## src/rtl/stream_segmenter_pkg.sv

```systemverilog
// Shared types and constants for the stream segmenter (default 128-to-32 configuration).
// The top recomputes its own widths from its parameters; these describe the default build.
package stream_segmenter_pkg;

  localparam int DEF_DATA_IN_W  = 128;
  localparam int DEF_DATA_OUT_W = 32;
  localparam int DEF_SEG_BEATS  = 16;
  localparam int DEF_DEPTH      = 4;

  localparam int R     = DEF_DATA_IN_W / DEF_DATA_OUT_W;
  localparam int IDX_W = $clog2(R);
  localparam int SEG_W = $clog2(DEF_SEG_BEATS + 1);
  localparam int PTR_W = $clog2(DEF_DEPTH) + 1;

  typedef struct packed {
    logic [DEF_DATA_IN_W-1:0] tdata;
    logic [R-1:0]             tkeep;
    logic                     tlast;
  } entry_t;

endpackage

```

## src/rtl/seg_fifo.sv

```systemverilog
// Input FIFO with a registered array and a combinational head (read-first).
// Pointers carry one extra wrap bit to tell full from empty.
module seg_fifo
  import stream_segmenter_pkg::*;
#(
  parameter int WIDTH = 8,
  parameter int DEPTH = 4
) (
  input  logic             clk,
  input  logic             rst,
  input  logic             push,
  input  logic             pop,
  input  logic [WIDTH-1:0] din,
  output logic [WIDTH-1:0] head,
  output logic             full,
  output logic             empty
);

  localparam int AW = $clog2(DEPTH);
  localparam int PW = AW + 1;

  logic [WIDTH-1:0] mem [DEPTH];
  logic [PW-1:0]    wr_ptr;
  logic [PW-1:0]    rd_ptr;
  logic             do_push;
  logic             do_pop;

  assign empty   = (wr_ptr == rd_ptr);
  assign full    = (wr_ptr[AW] != rd_ptr[AW]) && (wr_ptr[AW-1:0] == rd_ptr[AW-1:0]);
  assign head    = mem[rd_ptr[AW-1:0]];
  assign do_push = push && !full;
  assign do_pop  = pop && !empty;

  always_ff @(posedge clk) begin
    if (do_push) mem[wr_ptr[AW-1:0]] <= din;
  end

  always_ff @(posedge clk or posedge rst) begin
    if (rst) begin
      wr_ptr <= '0;
      rd_ptr <= '0;
    end else begin
      if (do_push) wr_ptr <= wr_ptr + PW'(1);
      if (do_pop)  rd_ptr <= rd_ptr + PW'(1);
    end
  end

endmodule

```

## src/rtl/stream_segmenter.sv

```systemverilog
// Wide-to-narrow AXI-Stream serialiser that cuts the word stream into bounded segments.
// A frame end always closes the current segment; long frames are split every SEG_BEATS words.
module stream_segmenter
  import stream_segmenter_pkg::*;
#(
  parameter int DATA_IN_W  = DEF_DATA_IN_W,
  parameter int DATA_OUT_W = DEF_DATA_OUT_W,
  parameter int SEG_BEATS  = DEF_SEG_BEATS,
  parameter int DEPTH      = DEF_DEPTH
) (
  input  logic                              clk,
  input  logic                              rst,
  input  logic [DATA_IN_W-1:0]              s_axis_tdata,
  input  logic [DATA_IN_W/DATA_OUT_W-1:0]   s_axis_tkeep,
  input  logic                              s_axis_tlast,
  input  logic                              s_axis_tvalid,
  output logic                              s_axis_tready,
  output logic [DATA_OUT_W-1:0]             m_axis_tdata,
  output logic                              m_axis_tuser,
  output logic                              m_axis_tlast,
  output logic                              m_axis_tvalid,
  input  logic                              m_axis_tready,
  output logic                              err_keep
);

  localparam int WORDS    = DATA_IN_W / DATA_OUT_W;
  localparam int IDX_BITS = $clog2(WORDS);
  localparam int CNT_BITS = $clog2(SEG_BEATS + 1);
  localparam int ENTRY_W  = DATA_IN_W + WORDS + 1;

  logic                  ready_en;
  logic                  full;
  logic                  empty;
  logic                  push;
  logic                  pop;
  logic                  s_fire;
  logic                  m_fire;
  logic                  last_word;
  logic [ENTRY_W-1:0]    head;
  logic [DATA_IN_W-1:0]  head_data;
  logic [WORDS-1:0]      head_keep;
  logic                  head_last;
  logic [IDX_BITS-1:0]   word_idx;
  logic [IDX_BITS-1:0]   last_idx;
  logic [CNT_BITS-1:0]   seg_cnt;
  logic [DATA_OUT_W-1:0] words [WORDS];

  // Index of the last word in the leading run of ones; bits past the first zero are ignored.
  function automatic logic [IDX_BITS-1:0] keep_last(input logic [WORDS-1:0] keep);
    logic run;
    keep_last = '0;
    run       = keep[0];
    for (int i = 1; i < WORDS; i++) begin
      run = run & keep[i];
      if (run) keep_last = IDX_BITS'(i);
    end
  endfunction

  // ready_en keeps the input closed during reset and opens it on the first edge after release.
  assign s_axis_tready = ready_en & ~full;
  assign s_fire        = s_axis_tvalid & s_axis_tready;
  assign push          = s_fire & s_axis_tkeep[0];

  seg_fifo #(
    .WIDTH (ENTRY_W),
    .DEPTH (DEPTH)
  ) u_fifo (
    .clk   (clk),
    .rst   (rst),
    .push  (push),
    .pop   (pop),
    .din   ({s_axis_tdata, s_axis_tkeep, s_axis_tlast}),
    .head  (head),
    .full  (full),
    .empty (empty)
  );

  assign head_data = head[ENTRY_W-1 -: DATA_IN_W];
  assign head_keep = head[WORDS:1];
  assign head_last = head[0];

  generate
    for (genvar g = 0; g < WORDS; g++) begin : g_word
      assign words[g] = head_data[DATA_IN_W-1-g*DATA_OUT_W -: DATA_OUT_W];
    end
  endgenerate

  always_comb last_idx = keep_last(head_keep);

  assign m_axis_tdata  = words[word_idx];
  assign m_axis_tvalid = ~empty;
  assign m_fire        = m_axis_tvalid & m_axis_tready;
  assign last_word     = (word_idx == last_idx);
  assign pop           = m_fire & last_word;
  assign m_axis_tuser  = (seg_cnt == '0);
  assign m_axis_tlast  = (seg_cnt == CNT_BITS'(SEG_BEATS - 1)) | (last_word & head_last);

  always_ff @(posedge clk or posedge rst) begin
    if (rst) begin
      ready_en <= 1'b0;
      err_keep <= 1'b0;
      word_idx <= '0;
      seg_cnt  <= '0;
    end else begin
      ready_en <= 1'b1;
      err_keep <= s_fire & ~s_axis_tkeep[0];
      if (m_fire) begin
        word_idx <= last_word ? '0 : word_idx + IDX_BITS'(1);
        seg_cnt  <= m_axis_tlast ? '0 : seg_cnt + CNT_BITS'(1);
      end
    end
  end

endmodule

```

## config.mk

```make
export PLATFORM = sky130hd
export DESIGN_NAME = stream_segmenter
export DESIGN_NICKNAME = d
export VERILOG_FILES = /design/src/rtl/stream_segmenter_pkg.sv /design/src/rtl/seg_fifo.sv /design/src/rtl/stream_segmenter.sv
export SDC_FILE = /design/constraint.sdc
export NUM_CORES = 1
export LEC_CHECK = 0
export ABC_CLOCK_PERIOD_IN_PS = 6200
export CAP_MARGIN = 25
export CELL_PAD_IN_SITES_DETAIL_PLACEMENT = 0
export CELL_PAD_IN_SITES_GLOBAL_PLACEMENT = 2
export CORE_MARGIN = 8
export CORE_UTILIZATION = 46
export CTS_CLUSTER_SIZE = 10
export DETAILED_ROUTE_END_ITERATION = 8
export PLACE_DENSITY = 0.76
export SLEW_MARGIN = 20
export SYNTH_ARGS = -nofsm -noshare
export SYNTH_HDL_FRONTEND = slang
export SYNTH_SLANG_ARGS = --single-unit
```

## constraint.sdc

```tcl
create_clock -name clk -period 6.2 [get_ports clk]
set_input_delay 0.93 -clock clk [delete_from_list [all_inputs] [get_ports clk]]
set_output_delay 0.93 -clock clk [all_outputs]
set_load 0.05 [all_outputs]
```

After elaboration in Yosys (flattened, before gate mapping) --
Memory sizes are Yosys's and may differ from the RTL's. Index checks and enable logic that the tools add are counted.
Operators by class: add/subtract/negate cells 4, $lt $le $gt $ge 1, equal/unequal tests 5, muxes and demuxes 10, bitwise logic cells 15, reduce and logical (&&, ||, !) cells 6
Operators with widths (count):
- $bmux W32 S2 | 1
- $mux W32 | 2
- $and A1 B1 Y1 | 10
- $add A3 B1 Y3 const B | 2
- $mux W2 | 3
- $add A5 B1 Y5 const B | 1
- $eq A5 B4 Y1 const B | 1
- $logic_not A5 Y1 | 1
- $mux W5 | 1
- $eq A2 B2 Y1 | 2
- $eq A3 B3 Y1 | 1
- $ge A3 B3 Y1 const B | 1
- $logic_and A1 B1 Y1 | 3
- $mux W1 | 3
- $not A1 Y1 | 3
- $not A2 Y3 | 1
- $add A2 B1 Y2 const B | 1
- $logic_not A1 Y1 | 2
- $ne A1 B1 Y1 | 1
- $or A1 B1 Y1 | 1
Storage, ports and cells: flip-flop bits (word level) 15, memory bits (writable) 532, bits of input ports 137, logic and storage cells 48, memories kept 1
Memories:
- u_fifo.mem | depth 4, bits a word 133, read ports 1, clocked after Yosys merged registers in 0, write ports 1, RTL line seg_fifo.sv:22 | logic [WIDTH-1:0] mem [DEPTH];

Depth between registers and ports, before layout --
depth after elaboration 9, depth in mapped cells 8, mapped depth without buffers 6

Cells and area by module --
A second synthesis with hierarchy kept.
Unflattened totals: cells, all modules 844, area, all modules 20957.6 um^2
By module, submodules not included:
- seg_fifo | instances 1, cells each 744, area an instance 19626.3 um^2, sequential area each 16125.5 um^2
- stream_segmenter | instances 1, cells each 100, area an instance 1331.3 um^2, sequential area each 225.2 um^2

Least setup slack after synthesis --
Ideal clock, no wire load.
path type register -> register, start point register u_fifo.rd_ptr[1], end point memory u_fifo.mem[3][0] in the netlist's numbering, enable pin, library setup time 510 ps, arrival 4698 ps, data required time 5690 ps, path slack 992 ps, stages on the path, launching flop included 8, path buffers 2, cell sequence dfrtp_1 > buf_2 > xnor2_1 > nand2_1 > o21a_1 > and3_1 > clkbuf_1 > and2_1
On the way: word-level cells in the longest chain between the ends 9, elaborated cells between the ends (all ways) 10, those cells by class 1 x eq/ne; 2 x mux; 4 x bitwise; 3 x reduce/logical
Ends and longest elaborated chain:
- from (decl) | RTL line seg_fifo.sv:24 | logic [PW-1:0] rd_ptr;
- from (signal assigned) | RTL line seg_fifo.sv:44 | if (do_pop) rd_ptr <= rd_ptr + PW'(1);
- $eq A2 B2 Y1 | RTL line seg_fifo.sv:29 | assign full = (wr_ptr[AW] != rd_ptr[AW]) && (wr_ptr[AW-1:0] == rd_ptr[AW-1:0]);
- $logic_and A1 B1 Y1 | RTL line seg_fifo.sv:29
- $not A1 Y1 | RTL line stream_segmenter.sv:60 | assign s_axis_tready = ready_en & ~full;
- $and A1 B1 Y1 | RTL line stream_segmenter.sv:60
- named net s_axis_tready | RTL line stream_segmenter.sv:17 | output logic s_axis_tready,
- $and A1 B1 Y1 | RTL line stream_segmenter.sv:61 | assign s_fire = s_axis_tvalid & s_axis_tready;
- $and A1 B1 Y1 | RTL line stream_segmenter.sv:62 | assign push = s_fire & s_axis_tkeep[0];
- $logic_and A1 B1 Y1 | RTL line seg_fifo.sv:31 | assign do_push = push && !full;
- $mux W1 | RTL line seg_fifo.sv:35 | if (do_push) mem[wr_ptr[AW-1:0]] <= din;
- $mux W1 (implied by the code) | RTL line seg_fifo.sv:35
- to (decl) | RTL line seg_fifo.sv:22
The timed path passes the listed nets, and every way through them passes these cells.

Worst setup path in the final report --
start point register u_fifo.rd_ptr[0], end point output port m_axis_tdata[9]
On the way: word-level cells in the longest chain between the ends 4
Ends and longest elaborated chain:
- $mem_v2 Z4 W133
- $bmux W32 S2 | RTL line stream_segmenter.sv:90 | assign m_axis_tdata = words[word_idx];
- $mux W32 (implied by the code) (2 in series) | RTL line stream_segmenter.sv:90
- to (decl) | RTL line stream_segmenter.sv:18 | output logic [DATA_OUT_W-1:0] m_axis_tdata,
Every way passes these cells. The select of a mux whose other input is x is not followed.

==> reports/metrics.yaml <==
status:
  status: "finished clean"
clocking:
  clock-sinks: 547
  cts_max_level: 2
  cts_repair_resize_count: 0
  clockBufferDepth: 3
  cts_buffers: 61
  cts_tree: "yes"
  clk_latency_ps: 610
  hold_buffers: 0
  clk_pin_slew_worst_paths_ps: 50
  cts_root_buffer: "clkbuf_16"
  postCtsSetupBuffers: 0
route:
  drtIter0Drc: 568
  ant_nets: 0
  drt-vias-per-instance: 5.48
  drc_errors: 0
  dr.pass1.iters: 4
  routed_wl_um: 39900
  via_count: 9099
  wl_per_cell_um: 24.1
yosys:
  yosys.area.top_type_share_pct: 76.8
  synth_edf_count: 532
  yosys-top-cells-area: "edfxtp_1, mux4_2, dfrtp_1"
  synth_warnings: 0
  synthFlopType: "edfxtp_1"
  synth_xor_area_share_pct: 0.295
  ys_ff_latch: 547
  synth_mux_area_share_pct: 17.8
  yosys.area_share.adder_pct: 0.481
  netlist.top_cell.by_area: "edfxtp_1"
  netlist_area_um2: 20800
  synth_top_family_by_area: "multiplexers"
  async_reset_ff_share_pct: 2.74
  synth-simple-area-share_pct: 1.22
  syn_nets: 976
  synth_cell_type_count: 38
  avgSynthCellArea_um2: 25.0
  synth_compound_area_share_pct: 0.500
  synthCells: 831
  yosysSeqAreaShare_pct: 78.7
grt:
  antenna_found_initial: 3
  grt_pass1_wl_um: 61100
  grt_max_degree: 75
  grt-ovfl-total: 0
  grtUsageTotal_pct: 15.3
  grt_pass1_vias: 10186
floorplan:
  die-height_um: 229
  fp.coreArea_um2: 45000
  io_pins: 174
  die-area_um2: 52300
  placementRows: 78
  die_w_um: 229
  initial_core_util_pct: 46.2
placement:
  portBuffers: 173
  dpl.hpwl_um: 22800
  post-place-ws_ps: 2040
  place.gp.congestion: 0.687
min_path:
  hp-start: "u_fifo.rd_ptr[2]"
  hp-class: "reg2reg"
  whs_path_depth: 1
  holdPathEnd: "u_fifo.rd_ptr[2]"
worst_setup_path:
  r2r_slack_ps: 2260
  cp-end-kind: "output port"
  worstPathRequired_ps: 5270
  worstPathArrival_ps: 3760
  critPathLaunchType: "register"
  r2r_start: "u_fifo.rd_ptr[0]"
  worstPathMaxFanout: 49
  reg2reg_depth: 7
  worstReg2RegEnd: "u_fifo.mem[3][76]"
  criticalPathCategory: "reg2out"
power_and_ir_drop:
  power_leakage_nw: 7.87
  p_per_area_nw_per_um2: 454
  ir_worst_vdd_mv: 0.365
finish:
  layout_common_cells: "edfxtp_1, clkdlybuf4s50_1, mux4_2"
  area_growth_pct: 20.2
  drive_gt1_share_pct: 24.7
  fin_nets: 1186
  final_common_cell: "edfxtp_1"
timing:
  hold_viol: 0
  fin_ws_ps: 1510
  slew_viol_final: 0
  tightest_slew_ps: 971
  finalCritPeriodShare_pct: 75.7
  period_minus_slack_ps: 4690
  slew-limit-headroom_pct: 35.3
  clock.fmax_mhz: 213
  setup_violations: 0
  grt_setup_unrepaired: "no"
  setup_tns_ps: 0
  finClkSkew_ps: 9.11
flow_run:
  max_cap_violations: 0
-- per-stage QoR --
stage | power [mW] | util, % | instances | hold slack, ps | instance area [um2]
global route | 11.8 | 55.5 | 1659 | 513 | 25000
finish | 11.3 | 55.5 | 1659 | 491 | 25000
detailed placement | 8.38 | 51.8 | 1578 | 479 | 23300
floorplan | 7.29 | - | 831 | 462 | 20800
CTS | 11.5 | 55.5 | 1658 | 492 | 25000
global placement | 8.36 | 51.8 | 1578 | 477 | 23300
-- cells by family (layout without fill, tap and decap cells) --
logic type | count (synthesis) | in the layout
flops | 547 | 547
xor+xnor | 7 | 7
simple gates | 43 | 43
compound gates | 11 | 11
other cells | 1 | 2
mux | 165 | 165
buf+inv | 49 | 276
fa+ha+maj | 8 | 8
-- layer usage --
layer  vias up  track usage [%]  wire, um  share of wire, %
met5         -                0        31             0.078
met4         4             4.89       785               2.0
met3        55             3.77      2100               5.3
met2       197             26.0     20400                51
met1      4850             19.3     16600                42
li1       3993                -         -                 -
-- worst max-delay path: stages, from the launching register on --
cell             delay [ps]
dfrtp_4                 860
buf_12                  420
mux4_2                  560
mux4_2                  480
clkdlybuf4s50_1         780
-- cell usage after synthesis, drive strengths merged, types with 2 or more instances --
cell type  instances
mux4             164
xnor2              4
nand3              5
dfrtp             15
edfxtp           532
nor3               2
nand2             17
ha                 8
xor2               3
nor2               3
o21ai              4
buf               17
nor3b              4
clkbuf            23
and3               2
and2               4
inv                9
-- worst max path at each step --
stage,to,cells past startpoint,from
after floorplan,u_fifo.mem[3][0],7,u_fifo.rd_ptr[1]
after detailed placement,m_axis_tdata[9],4,u_fifo.rd_ptr[0]
final,m_axis_tdata[9],4,u_fifo.rd_ptr[0]
after CTS,m_axis_tdata[9],4,u_fifo.rd_ptr[0]
after global routing,m_axis_tdata[9],4,u_fifo.rd_ptr[0]
after global placement,m_axis_tdata[10],4,u_fifo.rd_ptr[0]
-- sequential cells by signal, summed over array words and instances (netlist names) --
signal         cells
err_keep           1
u_fifo.rd_ptr      3
seg_cnt            5
u_fifo.mem       532
u_fifo.wr_ptr      3
ready_en           1
word_idx           2
-- layout make-up --
type | count | area, um2
Antenna cell | 1 | 2.50
Tap cell | 600 | 751
Sequential cell | 547 | 16400
Multi-Input combinational cell | 235 | 4240
Clock inverter | 4 | 47.5
Fill cell | 3310 | 20000
Timing Repair Buffer | 187 | 1920
Clock buffer | 76 | 1630
Inverter | 9 | 33.8
-- where the power goes --
| part | internal, mW | switching, mW |
|---|---|---|
| sequential | 4.34 | 0.312 |
| combinational | 1.68 | 1.88 |
| clock | 1.84 | 1.29 |
Power figures use the tool's default switching activity.
